**config.mk**
```make
export PLATFORM = sky130hd
export DESIGN_NAME = spi_reg_bank
export DESIGN_NICKNAME = d
export VERILOG_FILES = /design/src/rtl/audipus_pkg.sv /design/src/rtl/spi_edge_sync.sv /design/src/rtl/spi_reg_bank.sv
export SDC_FILE = /design/constraint.sdc
export NUM_CORES = 1
export LEC_CHECK = 0
export CAP_MARGIN = 20
export CORE_MARGIN = 4
export CORE_UTILIZATION = 60
export CTS_BUF_LIST = sky130_fd_sc_hd__clkbuf_4
export CTS_CLUSTER_SIZE = 12
export DETAILED_ROUTE_END_ITERATION = 10
export DONT_BUFFER_PORTS = 1
export PLACE_DENSITY = 0.8
export SKIP_CTS_REPAIR_TIMING = 1
export SLEW_MARGIN = 20
export SYNTH_ARGS = -nofsm -noshare
export SYNTH_HDL_FRONTEND = slang
export SYNTH_SLANG_ARGS = --single-unit
```
**constraint.sdc**
```tcl
create_clock -name clk -period 6.7 [get_ports clk]
set_clock_uncertainty 0.2 [all_clocks]
set_input_delay 0.67 -clock clk [delete_from_list [all_inputs] [get_ports clk]]
set_output_delay 0.67 -clock clk [all_outputs]
set_load 0.02 [all_outputs]
```
**src/rtl/audipus_pkg.sv**
```systemverilog
// Shared constants and state encoding for the SPI register bank.
// Default sizes match the original 8-out/4-in register interface.
package audipus_pkg;

   localparam int DEF_NUM_OUT_REGS = 8;
   localparam int DEF_NUM_IN_REGS  = 4;
   localparam int DEF_DATA_W       = 8;
   localparam int DEF_ADDR_W       = 7;

   // The read/write flag sits just above the address field of the command word.
   function automatic int rd_bit_pos(input int addr_w);
      return addr_w;
   endfunction

   localparam int SPI_RD_BIT = rd_bit_pos(DEF_ADDR_W);

   typedef enum logic [1:0] {
      IDLE = 2'd0,
      CMD  = 2'd1,
      WR   = 2'd2,
      RD   = 2'd3
   } spi_state_t;

endpackage

```
**src/rtl/spi_edge_sync.sv**
```systemverilog
// Synchronises the SPI pins into clk and detects spi_clk and chip-select edges.
// CS resets to "asserted" so a frame already running when reset releases is never seen as new.
module spi_edge_sync #(
   parameter int SYNC_STAGES = 2
) (
   input  logic clk,
   input  logic reset,
   input  logic cs_n,
   input  logic sclk,
   input  logic mosi,
   output logic cs_n_s,
   output logic cs_fall,
   output logic sclk_rise,
   output logic sclk_fall,
   output logic mosi_s
);

   logic [SYNC_STAGES-1:0] cs_q;
   logic [SYNC_STAGES-1:0] sclk_q;
   logic [SYNC_STAGES-1:0] mosi_q;
   logic                   cs_d;
   logic                   sclk_d;

   always_ff @(posedge clk or posedge reset) begin
      if (reset) begin
         cs_q   <= '0;
         sclk_q <= '0;
         mosi_q <= '0;
         cs_d   <= 1'b0;
         sclk_d <= 1'b0;
      end else begin
         cs_q   <= {cs_q[SYNC_STAGES-2:0], cs_n};
         sclk_q <= {sclk_q[SYNC_STAGES-2:0], sclk};
         mosi_q <= {mosi_q[SYNC_STAGES-2:0], mosi};
         cs_d   <= cs_q[SYNC_STAGES-1];
         sclk_d <= sclk_q[SYNC_STAGES-1];
      end
   end

   assign cs_n_s    = cs_q[SYNC_STAGES-1];
   assign cs_fall   = cs_d & ~cs_n_s;
   assign sclk_rise = sclk_q[SYNC_STAGES-1] & ~sclk_d;
   assign sclk_fall = ~sclk_q[SYNC_STAGES-1] & sclk_d;
   assign mosi_s    = mosi_q[SYNC_STAGES-1];

endmodule

```
**src/rtl/spi_reg_bank.sv**
```systemverilog
// Mode-0 SPI slave register bank: command word, then burst data bytes with address auto-increment.
// Writable registers read back; read-only inputs are snapshotted into the shifter at load time.
//
// state | meaning
// IDLE  | waiting for a chip-select falling edge
// CMD   | shifting in the R/W bit and address
// WR    | shifting in data bytes, committing each on its last bit
// RD    | shifting out data bytes, loading the next one on each byte's last rise
module spi_reg_bank
   import audipus_pkg::*;
#(
   parameter int NUM_OUT_REGS = DEF_NUM_OUT_REGS,
   parameter int NUM_IN_REGS  = DEF_NUM_IN_REGS,
   parameter int DATA_W       = DEF_DATA_W,
   parameter int ADDR_W       = DEF_ADDR_W,
   parameter int SYNC_STAGES  = 2
) (
   input  logic                           clk,
   input  logic                           reset,
   input  logic                           spi_cs_n,
   input  logic                           spi_clk,
   input  logic                           spi_mosi,
   output logic                           spi_miso,
   output logic                           miso_oe,
   input  logic [NUM_IN_REGS*DATA_W-1:0]  in_regs,
   output logic [NUM_OUT_REGS*DATA_W-1:0] out_regs,
   output logic                           wr_strobe,
   output logic [ADDR_W-1:0]              wr_addr,
   output logic                           rd_strobe,
   output logic [ADDR_W-1:0]              rd_addr,
   output logic                           addr_err,
   output logic                           frame_err
);

   localparam int CMD_W  = 1 + ADDR_W;
   localparam int MAXB   = (CMD_W > DATA_W) ? CMD_W : DATA_W;
   localparam int SH_W   = MAXB - 1;
   localparam int CNT_W  = $clog2(MAXB);
   localparam int TOTAL  = NUM_OUT_REGS + NUM_IN_REGS;
   localparam int RD_BIT = rd_bit_pos(ADDR_W);

   localparam logic [CNT_W-1:0]  CMD_LAST  = CNT_W'(CMD_W - 1);
   localparam logic [CNT_W-1:0]  DATA_LAST = CNT_W'(DATA_W - 1);
   localparam logic [ADDR_W-1:0] OUT_LIM   = ADDR_W'(NUM_OUT_REGS);
   localparam logic [ADDR_W-1:0] MAP_LAST  = ADDR_W'(TOTAL - 1);

   logic cs_n_s, cs_fall, sclk_rise, sclk_fall, mosi_s;

   spi_edge_sync #(
      .SYNC_STAGES (SYNC_STAGES)
   ) u_sync (
      .clk       (clk),
      .reset     (reset),
      .cs_n      (spi_cs_n),
      .sclk      (spi_clk),
      .mosi      (spi_mosi),
      .cs_n_s    (cs_n_s),
      .cs_fall   (cs_fall),
      .sclk_rise (sclk_rise),
      .sclk_fall (sclk_fall),
      .mosi_s    (mosi_s)
   );

   spi_state_t        state, state_nxt;
   logic [CNT_W-1:0]  cnt, cnt_nxt;
   logic [SH_W-1:0]   shift_in, shift_in_nxt;
   logic [DATA_W-1:0] shift_out, shift_out_nxt;
   logic [ADDR_W-1:0] addr, addr_nxt;
   logic [DATA_W-1:0] regs [NUM_OUT_REGS];
   logic [DATA_W-1:0] regs_nxt [NUM_OUT_REGS];

   logic              miso_nxt, wr_strobe_nxt, rd_strobe_nxt, addr_err_nxt, frame_err_nxt;
   logic [ADDR_W-1:0] wr_addr_nxt, rd_addr_nxt;

   logic [CMD_W-1:0]  cmd_word;
   logic [DATA_W-1:0] data_word;
   logic [ADDR_W-1:0] addr_inc;
   logic [ADDR_W-1:0] load_addr;
   logic              load_mapped;
   logic [DATA_W-1:0] rd_byte;

   assign cmd_word  = {shift_in[CMD_W-2:0], mosi_s};
   assign data_word = {shift_in[DATA_W-2:0], mosi_s};

   // Mapped addresses wrap inside the bank; unmapped ones run on to the top of the address space.
   always_comb begin
      addr_inc = addr + 1'b1;
      if (addr == MAP_LAST) begin
         addr_inc = '0;
      end
   end

   assign load_addr   = (state == CMD) ? cmd_word[ADDR_W-1:0] : addr_inc;
   assign load_mapped = (load_addr <= MAP_LAST);

   always_comb begin
      rd_byte = '0;
      for (int k = 0; k < NUM_OUT_REGS; k++) begin
         if (load_addr == ADDR_W'(k)) begin
            rd_byte = regs[k];
         end
      end
      for (int k = 0; k < NUM_IN_REGS; k++) begin
         if (load_addr == ADDR_W'(NUM_OUT_REGS + k)) begin
            rd_byte = in_regs[k*DATA_W +: DATA_W];
         end
      end
   end

   always_comb begin
      state_nxt     = state;
      cnt_nxt       = cnt;
      shift_in_nxt  = shift_in;
      shift_out_nxt = shift_out;
      addr_nxt      = addr;
      miso_nxt      = spi_miso;
      wr_strobe_nxt = 1'b0;
      rd_strobe_nxt = 1'b0;
      addr_err_nxt  = 1'b0;
      frame_err_nxt = 1'b0;
      wr_addr_nxt   = wr_addr;
      rd_addr_nxt   = rd_addr;
      for (int k = 0; k < NUM_OUT_REGS; k++) begin
         regs_nxt[k] = regs[k];
      end

      // Chip-select release takes priority over any spi_clk edge seen in the same cycle.
      if (state != IDLE && cs_n_s) begin
         state_nxt     = IDLE;
         cnt_nxt       = '0;
         miso_nxt      = 1'b0;
         frame_err_nxt = (cnt != '0);
      end else begin
         case (state)
            IDLE: begin
               if (cs_fall) begin
                  state_nxt = CMD;
                  cnt_nxt   = '0;
                  miso_nxt  = 1'b0;
               end
            end
            CMD: begin
               if (sclk_rise) begin
                  shift_in_nxt = {shift_in[SH_W-2:0], mosi_s};
                  if (cnt == CMD_LAST) begin
                     cnt_nxt  = '0;
                     addr_nxt = cmd_word[ADDR_W-1:0];
                     if (cmd_word[RD_BIT]) begin
                        state_nxt     = RD;
                        miso_nxt      = rd_byte[DATA_W-1];
                        shift_out_nxt = rd_byte << 1;
                        rd_strobe_nxt = 1'b1;
                        rd_addr_nxt   = load_addr;
                        addr_err_nxt  = ~load_mapped;
                     end else begin
                        state_nxt = WR;
                     end
                  end else begin
                     cnt_nxt = cnt + 1'b1;
                  end
               end
            end
            WR: begin
               if (sclk_rise) begin
                  shift_in_nxt = {shift_in[SH_W-2:0], mosi_s};
                  if (cnt == DATA_LAST) begin
                     cnt_nxt  = '0;
                     addr_nxt = addr_inc;
                     if (addr < OUT_LIM) begin
                        wr_strobe_nxt = 1'b1;
                        wr_addr_nxt   = addr;
                        for (int k = 0; k < NUM_OUT_REGS; k++) begin
                           if (addr == ADDR_W'(k)) begin
                              regs_nxt[k] = data_word;
                           end
                        end
                     end else begin
                        addr_err_nxt = 1'b1;
                     end
                  end else begin
                     cnt_nxt = cnt + 1'b1;
                  end
               end
            end
            RD: begin
               if (sclk_rise) begin
                  if (cnt == DATA_LAST) begin
                     cnt_nxt       = '0;
                     addr_nxt      = addr_inc;
                     miso_nxt      = rd_byte[DATA_W-1];
                     shift_out_nxt = rd_byte << 1;
                     rd_strobe_nxt = 1'b1;
                     rd_addr_nxt   = load_addr;
                     addr_err_nxt  = ~load_mapped;
                  end else begin
                     cnt_nxt = cnt + 1'b1;
                  end
               end else if (sclk_fall && cnt != '0) begin
                  // The fall right after a load keeps the MSB up for the master's next rise.
                  miso_nxt      = shift_out[DATA_W-1];
                  shift_out_nxt = shift_out << 1;
               end
            end
            default: begin
               state_nxt = IDLE;
            end
         endcase
      end
   end

   always_ff @(posedge clk or posedge reset) begin
      if (reset) begin
         state     <= IDLE;
         cnt       <= '0;
         shift_in  <= '0;
         shift_out <= '0;
         addr      <= '0;
         spi_miso  <= 1'b0;
         wr_strobe <= 1'b0;
         rd_strobe <= 1'b0;
         addr_err  <= 1'b0;
         frame_err <= 1'b0;
         wr_addr   <= '0;
         rd_addr   <= '0;
         for (int k = 0; k < NUM_OUT_REGS; k++) begin
            regs[k] <= '0;
         end
      end else begin
         state     <= state_nxt;
         cnt       <= cnt_nxt;
         shift_in  <= shift_in_nxt;
         shift_out <= shift_out_nxt;
         addr      <= addr_nxt;
         spi_miso  <= miso_nxt;
         wr_strobe <= wr_strobe_nxt;
         rd_strobe <= rd_strobe_nxt;
         addr_err  <= addr_err_nxt;
         frame_err <= frame_err_nxt;
         wr_addr   <= wr_addr_nxt;
         rd_addr   <= rd_addr_nxt;
         for (int k = 0; k < NUM_OUT_REGS; k++) begin
            regs[k] <= regs_nxt[k];
         end
      end
   end

   assign miso_oe = (state != IDLE);

   for (genvar k = 0; k < NUM_OUT_REGS; k++) begin : g_pack
      assign out_regs[k*DATA_W +: DATA_W] = regs[k];
   end

endmodule
```
==> results.sh, run 1 <==
export IMPL_fin_cells=745
export IMPL_routed_via_density=6.57
export IMPL_grt_max_degree=64
export IMPL_synth_top_area_cell="dfrtp_1"
export IMPL_top_layer_used="met4"
export IMPL_setup_violations=0
export IMPL_cts_made_buffers=17
export IMPL_antenna_cells=0
export IMPL_min_period_ns=3.79
export IMPL_slowest_stage="ha_1"
export IMPL_p_leak_nw=2.99
export IMPL_avgSynthCellArea_um2=9.99
export IMPL_io_pins=121
export IMPL_rsz0062_at_grt="no"
export IMPL_std_cell_rows=36
export IMPL_worst_path_max_fanout=26
export IMPL_die_width_um=109
export IMPL_crit_arrival_ns=4.01
export IMPL_cts_tree="built"
export IMPL_initial_core_util=0.622
export IMPL_ys_warn_count=0
export IMPL_io_buffers=0
export IMPL_met2_length_mm=7.58
export IMPL_wl_per_cell_um=22.8
export IMPL_yosysMostFrequentCell="dfrtp_1"
export IMPL_p_per_area_nw_per_um2=301
export IMPL_grt_pass1_wl_mm=26.6
export IMPL_first_pass_iters=7
export IMPL_wl_met1_mm=6.75
export IMPL_crit_required_ns=6.93
export IMPL_status="finished, final reports clean"
export IMPL_hold_violations=0
export IMPL_synth_area_top_cells="dfrtp_1 (48%), mux2_2 (13%), nand2_1 (6.3%)"
export IMPL_synth_edf_count=0
export IMPL_max_slew_margin=0.336
export IMPL_clk_pin_slew_ns=0.10
export IMPL_vias=4898
export IMPL_synth_top_cell_area_share=0.475
export IMPL_design_core_area_um2=9910
export IMPL_crit_path_end_kind="register"
export IMPL_startpoint_type="register"
export IMPL_synth_main_ff_cell="dfrtp_1"
export IMPL_wl_mm=17.0
export IMPL_cts_sinks=117
export IMPL_place_inst=709
export IMPL_cp_cell_sequence="inv_1, ha_1, nor2_1, a21oi_1, or2_1, and3_1, a31oi_1, a221o_1, a311o_1"
export IMPL_grt_pass1_vias=4722
export IMPL_fmax_mhz=264
export IMPL_overflow=0
export IMPL_cap_violations=0
export IMPL_worstSkewPairLatency_ns=0.54
export IMPL_ant_nets=0
export IMPL_vdd_ir_drop_max_v=0.000171
export IMPL_synth_async_reset_ratio=1.00
export IMPL_path_class="register to register"
export IMPL_syn_area_um2=6160
export IMPL_grt_use_total=0.297
export IMPL_utilization=0.657
export IMPL_synth_cells=617
export IMPL_met3_length_mm=2.31
export IMPL_cp_slowest_stage_delay_ns=0.78
export IMPL_area_delta_synth_final_pct=5.73
export IMPL_synth_common_cells="dfrtp_1 (117), nand2_1 (103), mux2_2 (72)"
export IMPL_slew_viol_final=0
export IMPL_seq_area_frac_synth=0.475
export IMPL_clk_path_buf_depth=2
export IMPL_htreeDepth=4
export IMPL_die_h_um=109
export IMPL_drt_iter0_drc=407
export IMPL_synth_fp_nets=665
export IMPL_gp_congestion=0.928
export IMPL_dieArea_um2=12000
export IMPL_power_total_mw=1.96
export IMPL_clockRootBuffer="clkbuf_4"
export IMPL_period_share=0.565
export IMPL_dpl_hpwl_mm=11.9
export IMPL_layout_drive_gt1_share=0.188
export IMPL_min_path_type="register to register"
export IMPL_worst_pin_slew_ns=0.992
export IMPL_antenna_found_initial=0
export IMPL_nets=647
export IMPL_fin_tns_setup_ns=0
export IMPL_drc_errors=0
export IMPL_synthDistinctLibCells=56
export IMPL_ys_ff_latch=117
==> state kept, by name (all words and copies together), names as in the netlist <==
name           count
cnt                3
wr_strobe          1
out_regs          64
u_sync.cs_q        2
rd_addr            7
u_sync.cs_d        1
shift_out          7
state              2
shift_in           7
wr_addr            7
addr               7
rd_strobe          1
frame_err          1
addr_err           1
spi_miso           1
u_sync.sclk_q      2
u_sync.mosi_q      2
u_sync.sclk_d      1
==> kinds of logic (layout without fill, tap and decap cells) <==
| logic type | after synthesis | after routing | synth area share |
|---|---|---|---|
| adder cells (fa/ha/maj) | 11 | 11 | 0.0223 |
| AO/OA/AOI/OAI | 122 | 122 | 0.132 |
| XOR/XNOR | 5 | 5 | 0.00711 |
| buffers and inverters | 57 | 52 | 0.0398 |
| AND/OR/NAND/NOR | 211 | 211 | 0.157 |
| flip-flops | 117 | 117 | 0.475 |
| multiplexers | 94 | 94 | 0.167 |
==> power breakdown <==
| part | internal, mW | total, mW | switching, mW |
|---|---|---|---|
| logic | 0.189 | 0.574 | 0.385 |
| clock network | 0.266 | 0.546 | 0.280 |
| registers | 0.733 | 0.840 | 0.107 |
==> worst max-delay path: cells and delay by family (launching register included) <==
kind / cells / cell delay, ns
compound gates: 4 / 1.04
fa+ha+maj: 1 / 0.78
buf+inv: 1 / 0.11
flops: 1 / 0.43
simple gates: 3 / 1.12
==> stage by stage <==
stage               hold slack (ns)  worst slack (ns)  area [µm²]
finish                        0.156              2.91        6520
global route                  0.144              2.68        6520
CTS                         -0.0844              3.03        6460
detailed placement            0.136              3.03        6170
global placement              0.133              3.21        6170
floorplan                     0.131              2.73        6160
==> layout by cell type, fill, tap and decap left out, types with 4 or more instances in the layout <==
master and n:
o221ai_1 4, o2111ai_1 4, clkinv_2 4, mux2i_1 21, a311o_1 5, a21oi_1 19, a31oi_1 14, ha_1 11
o2bb2ai_1 5, nor2_1 35, inv_1 12, o31ai_1 5, a221oi_1 4, nand3_1 16, nor2b_1 5, mux2_2 72
and3_1 9, o21ai_0 31, and2_1 12, nand2_1 103, dlygate4sd3_1 4, a22oi_1 8, xnor2_1 4, clkbuf_4 19
nor3_1 12, dfrtp_1 117
==> final timing paths <==
path	start	end	slack (ns)	cells past startpoint
worst max-delay path	state[1]$_DFFE_PP0P_	shift_out[5]$_DFFE_PP0P_	2.91	9
worst max register to register	state[1]$_DFFE_PP0P_	shift_out[5]$_DFFE_PP0P_	2.91	9
worst min-delay path	u_sync.mosi_q[0]$_DFF_PP0_	u_sync.mosi_q[1]$_DFF_PP0_	0.16	0
min in group asynchronous	reset	out_regs[0]$_DFFE_PP0P_	0.54	2
worst min register to register	u_sync.mosi_q[0]$_DFF_PP0_	u_sync.mosi_q[1]$_DFF_PP0_	0.16	0
max in group asynchronous	reset	u_sync.cs_d$_DFF_PP0_	4.55	3
==> per-layer routing <==
layer  vias to the layer above  GRT usage
met1                      2404      0.408
met5                         -          0
met4                         0     0.0917
li1                       2167          -
met2                       294      0.423
met3                        33      0.137
==> cell type report <==
type	count	area [µm²]
Clock buffer	19	143
Multi-Input combinational cell	443	3010
Inverter	14	55.1
Timing Repair Buffer	6	55.1
Fill cell	786	3390
Clock inverter	13	156
Tap cell	133	166
Sequential cell	117	2930
No activity file was read; power rests on OpenSTA's default activity.
==> run 2, diff against run 1 <==
--- a/config.mk
+++ b/config.mk
@@ -12,7 +12,7 @@
 export CTS_CLUSTER_SIZE = 12
 export DETAILED_ROUTE_END_ITERATION = 10
 export DONT_BUFFER_PORTS = 1
-export PLACE_DENSITY = 0.8
+export PLACE_DENSITY = 0.83
 export SKIP_CTS_REPAIR_TIMING = 1
 export SLEW_MARGIN = 20
 export SYNTH_ARGS = -nofsm -noshare
==> constraint.sdc (replaced) <==
create_clock -name clk -period 3.4 [get_ports clk]
set_clock_uncertainty 0.2 [all_clocks]
set_input_delay 0.34 -clock clk [delete_from_list [all_inputs] [get_ports clk]]
set_output_delay 0.34 -clock clk [all_outputs]
set_load 0.02 [all_outputs]
==> results.sh, run 2 (same netlist as run 1, synthesis figures left out) <==
export IMPL_status="finished, final reports clean"
export IMPL_crit_arrival_ns=3.52
export IMPL_area_delta_synth_final_pct=9.46
export IMPL_initial_core_util=0.622
export IMPL_io_buffers=0
export IMPL_worst_path_max_fanout=15
export IMPL_rsz0062_at_grt="no"
export IMPL_min_period_ns=3.24
export IMPL_htreeDepth=4
export IMPL_cts_sinks=117
export IMPL_wl_mm=17.4
export IMPL_fmax_mhz=309
export IMPL_cp_slowest_stage_delay_ns=0.60
export IMPL_clockRootBuffer="clkbuf_4"
export IMPL_whs_ns=0.0117
export IMPL_routed_via_density=6.50
export IMPL_period_share=0.953
export IMPL_slowest_stage="ha_1"
export IMPL_p_leak_nw=3.10
export IMPL_dieArea_um2=12000
export IMPL_dpl_hpwl_mm=12.3
export IMPL_grt_pass1_vias=5063
export IMPL_ant_nets=0
export IMPL_clk_path_buf_depth=2
export IMPL_crit_path_end_kind="register"
export IMPL_fin_tns_setup_ns=0
export IMPL_nets=676
export IMPL_slew_viol_final=0
export IMPL_grt_pass1_wl_mm=26.9
export IMPL_min_path_cells=4
export IMPL_cp_cell_sequence="inv_1, ha_1, inv_2, or4_1, o21ai_1, and3_1, buf_4, and2_1, a221o_1, a311o_1"
export IMPL_antenna_found_initial=0
export IMPL_antenna_cells=0
export IMPL_place_inst=729
export IMPL_fin_cells=774
export IMPL_cts_tree="built"
export IMPL_p_per_area_nw_per_um2=570
export IMPL_mostFrequentLayoutCells="dfrtp_1 (117), nand2_1 (103), mux2_2 (72), nor2_1 (35), o21ai_0 (31)"
export IMPL_wl_per_cell_um=22.4
export IMPL_drt_iter0_drc=478
export IMPL_worst_pin_slew_ns=0.725
export IMPL_die_width_um=109
export IMPL_cap_violations=0
export IMPL_vias=5034
export IMPL_hold_violations=0
export IMPL_crit_required_ns=3.68
export IMPL_overflow=0
export IMPL_worstSkewPairLatency_ns=0.54
export IMPL_first_pass_iters=5
export IMPL_io_pins=121
export IMPL_min_path_type="primary input to register"
export IMPL_gp_congestion=0.906
export IMPL_design_core_area_um2=9910
export IMPL_grt_max_degree=89
export IMPL_std_cell_rows=36
export IMPL_grt_use_total=0.300
export IMPL_cts_made_buffers=17
export IMPL_clk_pin_slew_ns=0.11
export IMPL_startpoint_type="register"
export IMPL_fillers=753
export IMPL_final_common_cell="dfrtp_1"
export IMPL_layout_drive_gt1_share=0.206
export IMPL_setup_violations=0
export IMPL_register_area_um2=2930
export IMPL_reg2reg_depth=10
export IMPL_multi_input_area_um2=3000
export IMPL_max_slew_margin=0.515
export IMPL_path_class="register to register"
export IMPL_die_h_um=109
export IMPL_largest_reg_flops=64
export IMPL_vdd_ir_drop_max_v=0.000478
export IMPL_drc_errors=0
-- run 2: critical path: cells and delay by family (launching register included) --
family	cells	cell delay (ns)
DFF	1	0.44
buffers and inverters	3	0.45
adders and majority gates	1	0.60
AOI/OAI and AO/OA	3	0.44
and+or+nand+nor	3	1.05
-- run 2: final timing paths --
check                      slack [ns]                        from                          to
setup / recovery                 0.16        state[1]$_DFFE_PP0P_    shift_out[5]$_DFFE_PP0P_
hold / removal                   0.01                  in_regs[1]    shift_out[2]$_DFFE_PP0P_
setup reg to reg                 0.16        state[1]$_DFFE_PP0P_    shift_out[5]$_DFFE_PP0P_
hold reg to reg                  0.17  u_sync.mosi_q[0]$_DFF_PP0_  u_sync.mosi_q[1]$_DFF_PP0_
max in group asynchronous        1.93                       reset    u_sync.cs_q[1]$_DFF_PP0_
min in group asynchronous        0.19                       reset      wr_addr[4]$_DFFE_PP0P_
-- run 2: cell type report --
type                            instances  share of cell area
Clock buffer                           18              0.0200
Clock inverter                         14              0.0167
Inverter                               14             0.00835
Multi-Input combinational cell        443               0.445
Sequential cell                       117               0.434
Tap cell                              133              0.0247
Timing Repair Buffer                   35              0.0512
-- run 2: metrics by stage --
step           instance area, µm²  total power [mW]   util  setup slack, ns
4_1_cts                      6620              3.81  0.668            0.238
6_report                     6750              3.85  0.681            0.160
3_5_place_dp                 6370              2.92  0.643            0.281
3_3_place_gp                 6370              2.87  0.643            0.390
5_1_grt                      6750              4.04  0.681          0.00991
2_1_floorplan                6170              2.47      -            0.697
-- run 2: routing by layer --
| layer | global-route usage | part of all wire | up-vias |
|---|---|---|---|
| met5 | 0 | 0 | - |
| met1 | 0.370 | 0.38 | 2455 |
| li1 | - | - | 2236 |
| met4 | 0.116 | 0.025 | 0 |
| met3 | 0.122 | 0.11 | 47 |
| met2 | 0.475 | 0.48 | 296 |
-- run 2: power breakdown --
part           switching [mW]  internal (mW)
Clock                   0.535          0.361
Sequential              0.163           1.45
Combinational           0.849          0.494
Total                    1.55           2.30
